===== config.mk =====
export PLATFORM = sky130hd
export DESIGN_NAME = crc_a_sequencer
export DESIGN_NICKNAME = d
export VERILOG_FILES = /design/src/rtl/iso14443a_pkg.sv /design/src/rtl/crc_a.sv /design/src/rtl/crc_a_sequencer.sv
export SDC_FILE = /design/constraint.sdc
export NUM_CORES = 1
export LEC_CHECK = 0
export CAP_MARGIN = 0
export CORE_MARGIN = 1
export CORE_UTILIZATION = 55
export CTS_CLUSTER_DIAMETER = 120
export DETAILED_ROUTE_END_ITERATION = 8
export PLACE_DENSITY = 0.89
export SYNTH_ARGS = -nofsm -noshare
export SYNTH_HDL_FRONTEND = slang
export SYNTH_SLANG_ARGS = --single-unit

===== constraint.sdc =====
create_clock -name clk -period 4.44 [get_ports clk]
set_input_delay 0.666 -clock clk [delete_from_list [all_inputs] [get_ports clk]]
set_output_delay 0.666 -clock clk [all_outputs]
set_load 0.01 [all_outputs]

===== src/rtl/iso14443a_pkg.sv =====
// ISO 14443-A shared types: sequencer state encoding and CRC-A constants/step function.
// APPEND states exist only when CRC_A_SEQ_TX_APPEND_EN is defined.
package iso14443a_pkg;

    localparam logic [15:0] CRC_A_PRESET  = 16'h6363;
    localparam logic [15:0] CRC_A_RESIDUE = 16'h0000;
    localparam logic [15:0] CRC_A_POLY    = 16'h8408;  // x^16+x^12+x^5+1, bit-reversed

    typedef enum logic [2:0] {
        IDLE,
        START,
        LOAD,
        SHIFT,
        GAP,
        CHECK
`ifdef CRC_A_SEQ_TX_APPEND_EN
        ,
        APPEND_LO,
        APPEND_HI
`endif
    } seq_state_t;

    function automatic logic [15:0] crc_a_step(input logic [15:0] c, input logic b);
        logic fb;
        fb = c[0] ^ b;
        crc_a_step = (c >> 1) ^ (fb ? CRC_A_POLY : 16'h0000);
    endfunction

endpackage


===== src/rtl/crc_a.sv =====
// Bit-serial CRC-A (LSb first): start presets the register, sample folds in one data bit.
// Latency: crc reflects a sample on the following cycle; no backpressure.
module crc_a (
    input  logic        clk,
    input  logic        rst_n,
    input  logic        start,
    input  logic        sample,
    input  logic        data,
    output logic [15:0] crc
);
    import iso14443a_pkg::*;

    always_ff @(posedge clk or negedge rst_n) begin
        if (!rst_n) begin
            crc <= CRC_A_PRESET;
        end else if (start) begin
            crc <= CRC_A_PRESET;
        end else if (sample) begin
            crc <= crc_a_step(crc, data);
        end
    end

endmodule


===== src/rtl/crc_a_sequencer.sv =====
// Feeds frame bytes bit-serially into crc_a, then checks the residue (RX) or appends the CRC (TX).
// Latency 1+8*(1+SAMPLE_GAP) cycles/byte; in_ready only in LOAD, CRC bytes held until out_ready.
// TX append path exists only with CRC_A_SEQ_TX_APPEND_EN; otherwise every frame is checked.
module crc_a_sequencer #(
    parameter int SAMPLE_GAP = 1
) (
    input  logic        clk,
    input  logic        rst,
    input  logic        mode,
    input  logic        in_valid,
    output logic        in_ready,
    input  logic [7:0]  in_data,
    input  logic        in_last,
    input  logic        abort,
    output logic        out_valid,
    input  logic        out_ready,
    output logic [7:0]  out_data,
    output logic        out_last,
    output logic        done,
    output logic        crc_ok,
    output logic [15:0] crc_value
);
    import iso14443a_pkg::*;

    localparam logic [2:0] GAP_LAST = 3'(SAMPLE_GAP - 1);

    seq_state_t  state, state_nxt, after_bit, frame_end;
    logic [7:0]  byte_r;
    logic        last_r;
    logic [2:0]  bit_cnt, gap_cnt;
    logic [15:0] crc;
    logic        finish, ok_nxt;

    crc_a u_crc_a (
        .clk    (clk),
        .rst_n  (~rst),
        .start  (state == START),
        .sample (state == SHIFT),
        .data   (byte_r[bit_cnt]),
        .crc    (crc)
    );

`ifdef CRC_A_SEQ_TX_APPEND_EN
    logic mode_r;

    assign frame_end = mode_r ? APPEND_LO : CHECK;
    assign finish    = ((state == CHECK) || (state == APPEND_HI && out_ready)) && !abort;
    assign out_valid = (state == APPEND_LO) || (state == APPEND_HI);
    assign out_last  = (state == APPEND_HI);
    assign out_data  = (state == APPEND_LO) ? crc[7:0] :
                       (state == APPEND_HI) ? crc[15:8] : 8'h00;

    always_ff @(posedge clk or posedge rst) begin
        if (rst) begin
            mode_r <= 1'b0;
        end else if (state == IDLE && in_valid) begin
            mode_r <= mode;
        end
    end
`else
    logic unused_tx_inputs;

    assign unused_tx_inputs = mode ^ out_ready;
    assign frame_end = CHECK;
    assign finish    = (state == CHECK) && !abort;
    assign out_valid = 1'b0;
    assign out_last  = 1'b0;
    assign out_data  = 8'h00;
`endif

    assign in_ready = (state == LOAD);
    assign ok_nxt   = (state == CHECK) ? (crc == CRC_A_RESIDUE) : 1'b1;

    always_ff @(posedge clk or posedge rst) begin
        if (rst) begin
            state <= IDLE;
        end else begin
            state <= state_nxt;
        end
    end

    always_comb begin
        state_nxt = state;
        after_bit = SHIFT;
        if (bit_cnt == 3'd7) begin
            after_bit = last_r ? frame_end : LOAD;
        end
        case (state)
            IDLE:      if (in_valid) state_nxt = START;
            START:     state_nxt = LOAD;
            LOAD:      if (in_valid) state_nxt = SHIFT;
            SHIFT:     state_nxt = (SAMPLE_GAP == 0) ? after_bit : GAP;
            GAP:       if (gap_cnt == GAP_LAST) state_nxt = after_bit;
            CHECK:     state_nxt = IDLE;
`ifdef CRC_A_SEQ_TX_APPEND_EN
            APPEND_LO: if (out_ready) state_nxt = APPEND_HI;
            APPEND_HI: if (out_ready) state_nxt = IDLE;
`endif
            default:   state_nxt = IDLE;
        endcase
        // Abort wins over any same-cycle handshake; the byte is simply dropped.
        if (abort && state != IDLE) begin
            state_nxt = IDLE;
        end
    end

    always_ff @(posedge clk or posedge rst) begin
        if (rst) begin
            byte_r  <= 8'h00;
            last_r  <= 1'b0;
            bit_cnt <= 3'd0;
            gap_cnt <= 3'd0;
        end else begin
            if (state == LOAD && in_valid) begin
                byte_r  <= in_data;
                last_r  <= in_last;
                bit_cnt <= 3'd0;
            end
            if (state == SHIFT) begin
                gap_cnt <= 3'd0;
                if (SAMPLE_GAP == 0) bit_cnt <= bit_cnt + 3'd1;
            end
            if (state == GAP) begin
                gap_cnt <= gap_cnt + 3'd1;
                if (gap_cnt == GAP_LAST) bit_cnt <= bit_cnt + 3'd1;
            end
        end
    end

    always_ff @(posedge clk or posedge rst) begin
        if (rst) begin
            done      <= 1'b0;
            crc_ok    <= 1'b0;
            crc_value <= 16'h0000;
        end else begin
            done <= finish;
            if (finish) begin
                crc_ok    <= ok_nxt;
                crc_value <= crc;
            end
        end
    end

endmodule


Yosys cells after proc, flatten, opt, wreduce, memory -nomap -nowiden
Index checks and enable logic that the tools add are counted.
{ "totals": {"regBits": 52, "inputBits": 15, "output_inout_bits": 29} }
{ "classes": {"add_sub_neg": 2, "magnitude_cmp": 1, "eq_ne": 9, "muxes": 18, "n_bitwise": 2, "reduce_logical": 11} }
{ "op_table": {"columns": ["cell", "count"], "rows": [
  ["16-bit 2-to-1 mux", 3],
  ["3-bit 2-to-1 mux", 11],
  ["16-bit zero test", 1],
  ["15-bit by 16-bit bitwise XOR with 16-bit output", 1],
  ["3-bit one-hot mux with 5 select lines", 1],
  ["3-bit == test (second input constant)", 3],
  ["3-bit by 1-bit adder with 3-bit output (second input constant)", 2],
  ["3-bit by 2-bit == test with 1-bit output (second input constant)", 2],
  ["3-bit zero test", 2],
  ["3-bit inequality test (second input constant)", 2],
  ["3-bit by 4-bit < comparator with 1-bit output (second input constant)", 1],
  ["2-bit nonzero test", 2],
  ["1-bit binary-select mux with 3-bit select", 1],
  ["3-bit by 1-bit == test with 1-bit output (second input constant)", 1],
  ["1-bit logical AND", 3],
  ["3-bit by 2-bit inequality test with 1-bit output (second input constant)", 1],
  ["3-bit AND reduction", 1],
  ["3-bit nonzero test", 1],
  ["1-bit 2-to-1 mux", 2],
  ["1-bit zero test", 1],
  ["1-bit bitwise XOR", 1]
]} }

Depth between registers and ports, before layout
Gate-level depths: netlist (run 1).
{ "depth": {"depth_word": 7, "ltp_mapped": 6, "mapped_depth_nobuf": 6} }

By module
Synthesis (run 1) repeated with hierarchy kept, for this count alone.
{ "hier_totals": {"cells_unflattened": 192, "hier_area_um2": 2503.7} }
{ "modules_own_cells": {"columns": ["module", "n_inst", "cells_each", "area_per_inst_um2", "seq_area_each_um2"], "rows": [
  ["crc_a_sequencer", 1, 134, 1767.9, 900.9],
  ["crc_a", 1, 58, 735.7, 410.4]
]} }

Worst setup path before layout (run 1)
No wires, ideal clock.
{ "synth_path": {"path_kind": "input-to-reg", "startpoint": "input port abort", "endpoint": "register crc_value[0]", "t_arrival_ns": 1.551, "required_ns": 4.315, "slack_ns": 2.765, "stages": 4, "path_buffers": 2, "cell_sequence": "nor3b_1 > buf_2 > buf_4 > mux2_2"} }
{ "synth_via": {"elab_chain_len": 2} }
{ "synth_rtl": {"columns": ["item", "line_no", "text"], "rows": [
  ["from (decl)", "crc_a_sequencer.sv:14", "input logic abort,"],
  ["1-bit zero test", "crc_a_sequencer.sv:65", "assign finish = (state == CHECK) && !abort;"],
  ["1-bit logical AND", "crc_a_sequencer.sv:65", null],
  ["named net finish", "crc_a_sequencer.sv:32", "logic finish, ok_nxt;"],
  ["to (signal assigned)", "crc_a_sequencer.sv:139", "crc_value <= crc;"],
  ["to (decl)", "crc_a_sequencer.sv:21", "output logic [15:0] crc_value"]
]} }
The timed path passes the listed nets, and every way through them passes these cells.
A chain may end at the register's enable or synchronous reset.

Worst setup path in the final report (run 1)
{ "layout_path": {"startpoint": "register state[1]", "endpoint": "output port in_ready"} }
{ "layout_via": {"elab_chain_len": 1} }
{ "layout_rtl": {"columns": ["item", "line_no", "text"], "rows": [
  ["from (decl)", "crc_a_sequencer.sv:27", "seq_state_t state, state_nxt, after_bit, frame_end;"],
  ["from (signal assigned)", "crc_a_sequencer.sv:78", "state <= state_nxt;"],
  ["3-bit by 2-bit == test with 1-bit output", "crc_a_sequencer.sv:71", "assign in_ready = (state == LOAD);"],
  ["to (decl)", "crc_a_sequencer.sv:11", "output logic in_ready,"]
]} }
No other way between the ends.

==> reports/qor.yml, run 1 <==
fillCellCount: 310
seqCellArea_um2: 1310
seqPwrFrac_pct: 52.5
nets: 252
seq_area_frac_synth_pct: 55.0
cts.clk_slew.worst_paths_ns: 0.09
rsz0062_at_grt: "false"
numCtsBuffers: 5
p_sw_share_pct: 31.0
cts_max_path_buffers: 2
arrival_ns: 1.90
cp-end-kind: "primary output"
drtAntennaViolNets: 0
yosysTopAreaCell: "dfrtp_1"
drtIter0Drc: 109
p_leak_nw: 1.23
startpoint_type: "flop"
vdd_drop_max_mv: 0.235
start_util_pct: 58.3
diodes: 0
drc: 0
power_switching_mw: 0.464
hold_class: "reg2reg"
grt_max_degree: 53
p_per_area_nw_per_um2: 541
whs_ns: 0.500
crit_fanout: 20
max_freq_mhz: 389
hold_violations: 0
p_clk_share_pct: 18.6
routabilityCongestion: 0.795
cts_resized: 0
fp.coreArea_um2: 4090
dpl.hpwl_mm: 2.64
routed_wl_mm: 3.87
power.share.combinational_pct: 28.9
die_x_um: 67.8
drv_cap: 0
fp.dieH_um: 67.8
critPathKind: "reg2out"
num_vias: 1509
first_pass_iters: 4
avgSynthCellArea_um2: 11.6
ctsHoldBuffers: 0
status: "finished clean"
rows: 23
cts_setup_buffers: 0
cts_root_buf: "clkbuf_8"
wire_per_inst_um: 13.6
cts_tree: "done"
grt_pass1_wl_mm: 6.71
fin_tns_setup_ns: 0
finish.utilization_pct: 67.7
die-area_um2: 4600
antenna_found_initial: 0
yosysUniqueCellTypes: 35
multi_input_comb_area_um2: 966
internal-power_mw: 1.03
clock_skew_ns: 0.00888
cts_sinks: 52
vias_per_cell: 5.31
synthTopCellsByArea: "dfrtp_1 (46%), mux2_2 (12%), dfstp_2 (8.8%)"
clock_latency_ns: 0.31
setup_violations: 0
port_buffers: 31
cp.required_ns: 3.77
syn2layout_area_growth_pct: 16.1
yosys_register_bits: 52
worstMarginPinSlew_ns: 1.04
synth_warnings: 0
num_io_pins: 44
min_period_ns: 2.57
netlist_instances: 206
h-tree-depth: 2
maxSlewHeadroom_pct: 30.5
layout-drive-gt1-share_pct: 20.5
synth_area_um2: 2380
grt_overflow: 0
finalCritPeriodShare_pct: 57.9
yosysTopAreaCellShare_pct: 46.2
drv_slew: 0
grt_pass1_vias: 1451
grt_usage_pct: 20.2
layout make-up:
cell class                 count  area share [%]
sequential                    52            47.4
multi-input combinational    138            34.9
timing repair buffer          32            11.5
clock buffer                   7            3.12
tap                           50            2.26
inverter                       4           0.543
clock inverter                 1           0.271
path summary, 6_finish.rpt:
check,slack [ns],from,cells after the start,endpoint
setup reg to reg,2.48,state[1]$_DFFE_PP0P_,4,bit_cnt[0]$_DFF_PP0_
setup / recovery,1.87,state[1]$_DFFE_PP0P_,2,in_ready
hold reg to reg,0.50,u_crc_a.crc[9]$_DFFE_PP1P_,2,u_crc_a.crc[9]$_DFFE_PP1P_
hold / removal,0.50,u_crc_a.crc[9]$_DFFE_PP1P_,2,u_crc_a.crc[9]$_DFFE_PP1P_
min in group asynchronous,0.93,rst,2,crc_value[12]$_DFFE_PP0P_
max in group asynchronous,2.87,rst,2,state[2]$_DFFE_PP0P_
per-stage QoR:
| step | instance area, um^2 | setup WS, ns | total power, mW | instances |
|---|---|---|---|---|
| after global placement | 2670 | 2.27 | 1.20 | 276 |
| after detailed placement | 2670 | 2.23 | 1.23 | 276 |
| after global routing | 2770 | 1.74 | 1.60 | 284 |
| final | 2770 | 1.87 | 1.50 | 284 |
| after floorplan | 2420 | 2.53 | 1.08 | 215 |
| after CTS | 2770 | 1.87 | 1.51 | 284 |
registers in the layout, indices dropped and copies added (netlist names):
name,count
state,3
crc_ok,1
crc_value,16
u_crc_a.crc,16
byte_r,8
done,1
gap_cnt,3
last_r,1
bit_cnt,3
cells in the mapped netlist:
library cell	number
nor2_1	8
xor2_1	2
a211oi_1	1
nor3b_1	1
buf_2	5
nand2_1	26
o22ai_1	1
nor4_1	4
nor2b_1	9
or2_2	1
o21ai_1	3
mux2_4	1
mux2i_1	1
and3_1	1
dfrtp_1	44
clkbuf_1	4
a22o_2	1
a22o_1	1
nand2b_1	3
xnor2_1	4
dfstp_2	8
nor3b_2	1
nand4_1	1
a31oi_1	1
and2_1	1
mux2_2	26
ha_1	4
nor3_1	3
a21oi_1	7
buf_4	12
conb_1	1
o21ai_0	13
mux4_1	2
inv_1	4
o32ai_1	1
critical path, stage by stage (launching register included):
cell and delay (ns):
dfrtp_1 0.71, nor3b_2 0.32, clkdlybuf4s50_1 0.57
routing by layer:
layer  up-vias  global-route usage (%)  share of wire (%)
li1        739                       -                  -
met4         0                    8.33                2.3
met1       719                    25.5                 44
met3         7                    5.67                4.7
met2        44                    32.5                 49
met5         -                       0                  0
power groups by stage:
stage               combinational [mW]  clock [mW]  sequential, mW
global placement                 0.416           0           0.787
floorplan                        0.324           0           0.752
CTS                              0.438       0.286           0.787
finish                           0.432       0.278           0.785
detailed placement               0.434           0           0.795
global route                     0.483       0.301           0.816
cell families after synthesis:
family / after synthesis / share of synthesized area [%]
compound gates: 29 / 6.82
xor+xnor: 6 / 2.20
fa+ha+maj: 4 / 2.10
buf+inv: 25 / 6.09
flops: 52 / 55.0
mux: 30 / 15.5
other cells: 1 / 0.157
simple gates: 59 / 12.1
cells in the final DEF (no fill, tap or decap), drive strengths merged:
cell type      count
nor2b              9
o21ai             16
a21oi              7
inv                4
dfrtp             44
a31oi              1
xor2               2
mux2i              1
xnor2              4
and3               1
and2               1
nor3               3
buf                1
conb              10
mux2              27
a211oi             1
nor3b              2
nand2b             3
nand4              1
nor4               4
a22o               2
clkdlybuf4s50     31
o32ai              1
dfstp              8
ha                 4
nand2             26
clkbuf             7
mux4               2
or2                1
clkinvlp           1
nor2               8
o22ai              1
Note: power is estimated with default switching activity, not from simulation.
==> run 2, diff against run 1 <==
Settings changed: CORE_UTILIZATION 55 to 52, PLACE_DENSITY 0.89 to 0.85.
Clock period 4.44 ns to 2.7 ns, I/O delays scaled along.
==> reports/qor.yml, run 2 (synthesis gave the netlist of run 1 again) <==
clock_skew_ns: 0.00757
cts_sinks: 52
hold_violations: 0
max_freq_mhz: 431
grt_overflow: 0
cp_slowest_stage_delay_ns: 0.74
cp.required_ns: 2.30
drc: 0
path_buf_inv: 1
startpoint_type: "flop"
top_regs: "crc_value: 16 flops, u_crc_a.crc: 16 flops, byte_r: 8 flops"
grt_pass1_wl_mm: 7.04
cts.clk_slew.worst_paths_ns: 0.09
r2r_cells: 4
critPathTopFamily: "flip-flops"
setup_violations: 0
cts_root_buf: "clkbuf_8"
routed_wl_mm: 3.95
maxSlewHeadroom_pct: 43.8
cts_setup_buffers: 0
port_buffers: 31
finish.utilization_pct: 64.2
critPathKind: "reg2out"
vias_per_cell: 5.24
fin_tns_setup_ns: 0
min_period_ns: 2.32
first_pass_iters: 4
antenna_found_initial: 0
rows: 24
diodes: 0
drtIter0Drc: 82
clock_latency_ns: 0.31
p_per_area_nw_per_um2: 916
worstMarginPinSlew_ns: 0.842
drv_cap: 0
num_io_pins: 44
arrival_ns: 1.91
reg2reg_slack_ns: 0.72
cts_tree: "done"
grt_usage_pct: 18.5
die_x_um: 69.7
die-area_um2: 4860
worstSetupStartpoint: "state[1]$_DFFE_PP0P_"
place_area_um2: 2690
nets: 254
stdcell_area_um2: 2820
whs_ns: 0.381
pre_cts_slack_ns: 0.735
vdd_drop_max_mv: 0.526
grt_max_degree: 30
rsz0062_at_grt: "false"
routabilityCongestion: 0.757
p_leak_nw: 1.26
final_common_cell: "dfrtp_1"
r2r_start: "state[1]$_DFFE_PP0P_"
grt_pass1_vias: 1532
dp.cells: 280
layout_common_cells: "dfrtp_1 (44), clkdlybuf4s50_1 (31), mux2_2 (26), nand2_1 (26), o21ai_0 (13)"
path_depth: 2
layout-drive-gt1-share_pct: 21.6
drv_slew: 0
cts_resized: 0
stdcell_count: 288
numCtsBuffers: 5
fp.dieH_um: 69.7
cp-end-kind: "primary output"
syn2layout_area_growth_pct: 18.2
cp_cell_sequence: "nor3b_2 -> clkdlybuf4s50_1"
total_power_mw: 2.58
h-tree-depth: 2
num_vias: 1510
crit_fanout: 20
slowest_stage: "dfrtp_1"
finalCritPeriodShare_pct: 85.9
hold_class: "in2async"
worst_slack_ns: 0.381
start_util_pct: 54.4
fp.coreArea_um2: 4380
status: "finished clean"
dpl.hpwl_mm: 2.82
ctsHoldBuffers: 0
wire_per_inst_um: 13.7
drtAntennaViolNets: 0
cts_max_path_buffers: 2
[run 2: cell types whose count changed in the layout (fill, tap and decap cells not counted)]
cell        delta
clkbuf_1       -1
bufinv_16      +1
buf_4          +2
clkinvlp_4     -1
clkbuf_8       +1
[run 2: layer usage]
layer	track usage (%)	part of all wire, %	routed length (um)	vias to the layer above
li1	-	-	-	743
met1	23.5	46	1810	724
met2	30.0	49	1940	36
met3	3.49	3.0	119	7
met4	10.0	2.2	86	0
met5	0	0	0	-
[run 2: cell type report]
class	instances	area, um^2
Sequential cell	52	1310
Clock buffer	7	96.3
Inverter	4	15.0
Multi-Input combinational cell	138	966
Clock inverter	1	30.0
Fill cell	353	1570
Tap cell	52	65.1
Timing Repair Buffer	34	333
[run 2: power breakdown]
group	internal [mW]	total [mW]	switching, mW	leakage, nW
Combinational	0.422	0.704	0.282	0.532
Clock	0.327	0.580	0.253	0.0645
Sequential	1.07	1.30	0.229	0.667
[run 2: path summary, 6_finish.rpt]
check,endpoint
worst min-delay path,crc_value[14]$_DFFE_PP0P_
worst min register to register,u_crc_a.crc[9]$_DFFE_PP1P_
min in group clk,u_crc_a.crc[9]$_DFFE_PP1P_
worst max register to register,bit_cnt[0]$_DFF_PP0_
worst max-delay path,in_ready
max in group asynchronous,u_crc_a.crc[6]$_DFFE_PP1P_
[run 2: worst reg2reg max path: cells and delay by family (launching register included)]
| family | cells | cell delay, ns |
|---|---|---|
| DFF | 1 | 0.74 |
| and+or+nand+nor | 3 | 0.86 |
| muxes | 1 | 0.28 |
==> run 3, diff against run 2 <==
Settings changed: CORE_UTILIZATION 52 to 45, HOLD_SLACK_MARGIN from default to 0.12, PLACE_DENSITY 0.85 to 0.76.
==> reports/qor.yml, run 3 (synthesis gave the netlist of run 1 again) <==
startpoint_type: "flop"
port_buffers: 31
syn2layout_area_growth_pct: 18.0
drtAntennaViolNets: 0
start_util_pct: 46.7
clock_latency_ns: 0.30
grt_pass1_vias: 1506
fin_tns_setup_ns: 0
p_per_area_nw_per_um2: 894
hold_violations: 0
layout-drive-gt1-share_pct: 20.4
dp.cells: 297
fp.dieH_um: 74.8
num_io_pins: 44
grt_pass1_wl_mm: 6.81
cp-end-kind: "primary output"
top_regs: "crc_value: 16 flops, u_crc_a.crc: 16 flops, byte_r: 8 flops"
place_area_um2: 2710
dpl.hpwl_mm: 2.80
drc: 0
grt_max_degree: 53
cts_setup_buffers: 0
multi_input_comb_area_um2: 966
r2r_start: "state[1]$_DFFE_PP0P_"
cp_cell_sequence: "nor3b_2 -> clkdlybuf4s50_1"
min_period_ns: 2.28
hp-start: "u_crc_a.crc[9]$_DFFE_PP1P_"
worstMarginPinSlew_ns: 0.887
seqCellArea_um2: 1310
worstSetupStartpoint: "state[1]$_DFFE_PP0P_"
max_freq_mhz: 439
finalCritPeriodShare_pct: 84.4
drtIter0Drc: 111
nets: 253
h-tree-depth: 2
arrival_ns: 1.87
num_vias: 1551
vias_per_cell: 5.09
first_pass_iters: 4
path_buf_inv: 1
ctsHoldBuffers: 0
stdcell_count: 305
cp_slowest_stage_delay_ns: 0.71
p_leak_nw: 1.25
critPathTopFamily: "flip-flops"
fp.coreArea_um2: 5110
die-area_um2: 5590
cp.required_ns: 2.30
numCtsBuffers: 5
critPathKind: "reg2out"
wire_per_inst_um: 13.1
final_common_cell: "dfrtp_1"
vdd_drop_max_mv: 0.459
slowest_stage: "dfrtp_1"
grt_usage_pct: 16.4
crit_fanout: 20
drv_slew: 0
hold_class: "reg2reg"
drv_cap: 0
stdcell_area_um2: 2810
cts_root_buf: "clkbuf_8"
rows: 26
routabilityCongestion: 0.761
die_x_um: 74.8
cts_tree: "done"
antenna_found_initial: 0
routed_wl_mm: 3.98
setup_violations: 0
maxSlewHeadroom_pct: 40.9
cts_resized: 0
fillCellCount: 454
cts_sinks: 52
status: "finished clean"
grt_overflow: 0
layout_common_cells: "dfrtp_1 (44), clkdlybuf4s50_1 (31), mux2_2 (26), nand2_1 (26), o21ai_0 (13)"
rsz0062_at_grt: "false"
clock_skew_ns: 0.00990
cts_max_path_buffers: 2
diodes: 0
cts.clk_slew.worst_paths_ns: 0.09
total_power_mw: 2.51
whs_ns: 0.499
-- run 3: per-layer routing --
metal | up-vias | global-route usage, % | wire [um]
li1 | 734 | - | -
met1 | 767 | 19.8 | 1690
met2 | 44 | 28.0 | 2070
met3 | 6 | 4.02 | 160
met4 | 0 | 6.92 | 68
met5 | - | 0 | 0
-- run 3: report_power, final --
| part | switching [mW] | leakage, nW | internal (mW) | total, mW |
|---|---|---|---|---|
| Combinational | 0.287 | 0.527 | 0.421 | 0.707 |
| Clock | 0.239 | 0.0524 | 0.278 | 0.517 |
| Sequential | 0.222 | 0.667 | 1.07 | 1.29 |
-- run 3: worst min-delay path, stage by stage, from the launching register on --
cell and delay [ns]:
dfstp_2 0.39, nand2_1 0.04, o21ai_0 0.07
-- run 3: worst paths after layout --
kind,to,slack (ns),cells past startpoint
max,in_ready,0.42,2
min,u_crc_a.crc[9]$_DFFE_PP1P_,0.50,2
max reg2reg,bit_cnt[0]$_DFF_PP0_,0.76,4
min reg2reg,u_crc_a.crc[9]$_DFFE_PP1P_,0.50,2
max in group asynchronous,state[1]$_DFFE_PP0P_,1.68,3
min in group asynchronous,crc_value[11]$_DFFE_PP0P_,0.59,3
-- run 3: layout make-up --
type	instances	area share, %
sequential	52	46.6
multi-input combinational	138	34.4
timing repair buffer	33	11.6
tap	70	3.12
clock buffer	7	2.71
clock inverter	1	1.07
inverter	4	0.534
-- run 3: per-stage QoR --
stage | setup WS, ns | utilization [%]
floorplan | 1.05 | -
global placement | 0.768 | 53.0
detailed placement | 0.771 | 53.0
CTS | 0.420 | 55.0
global route | 0.300 | 55.0
finish | 0.421 | 55.0
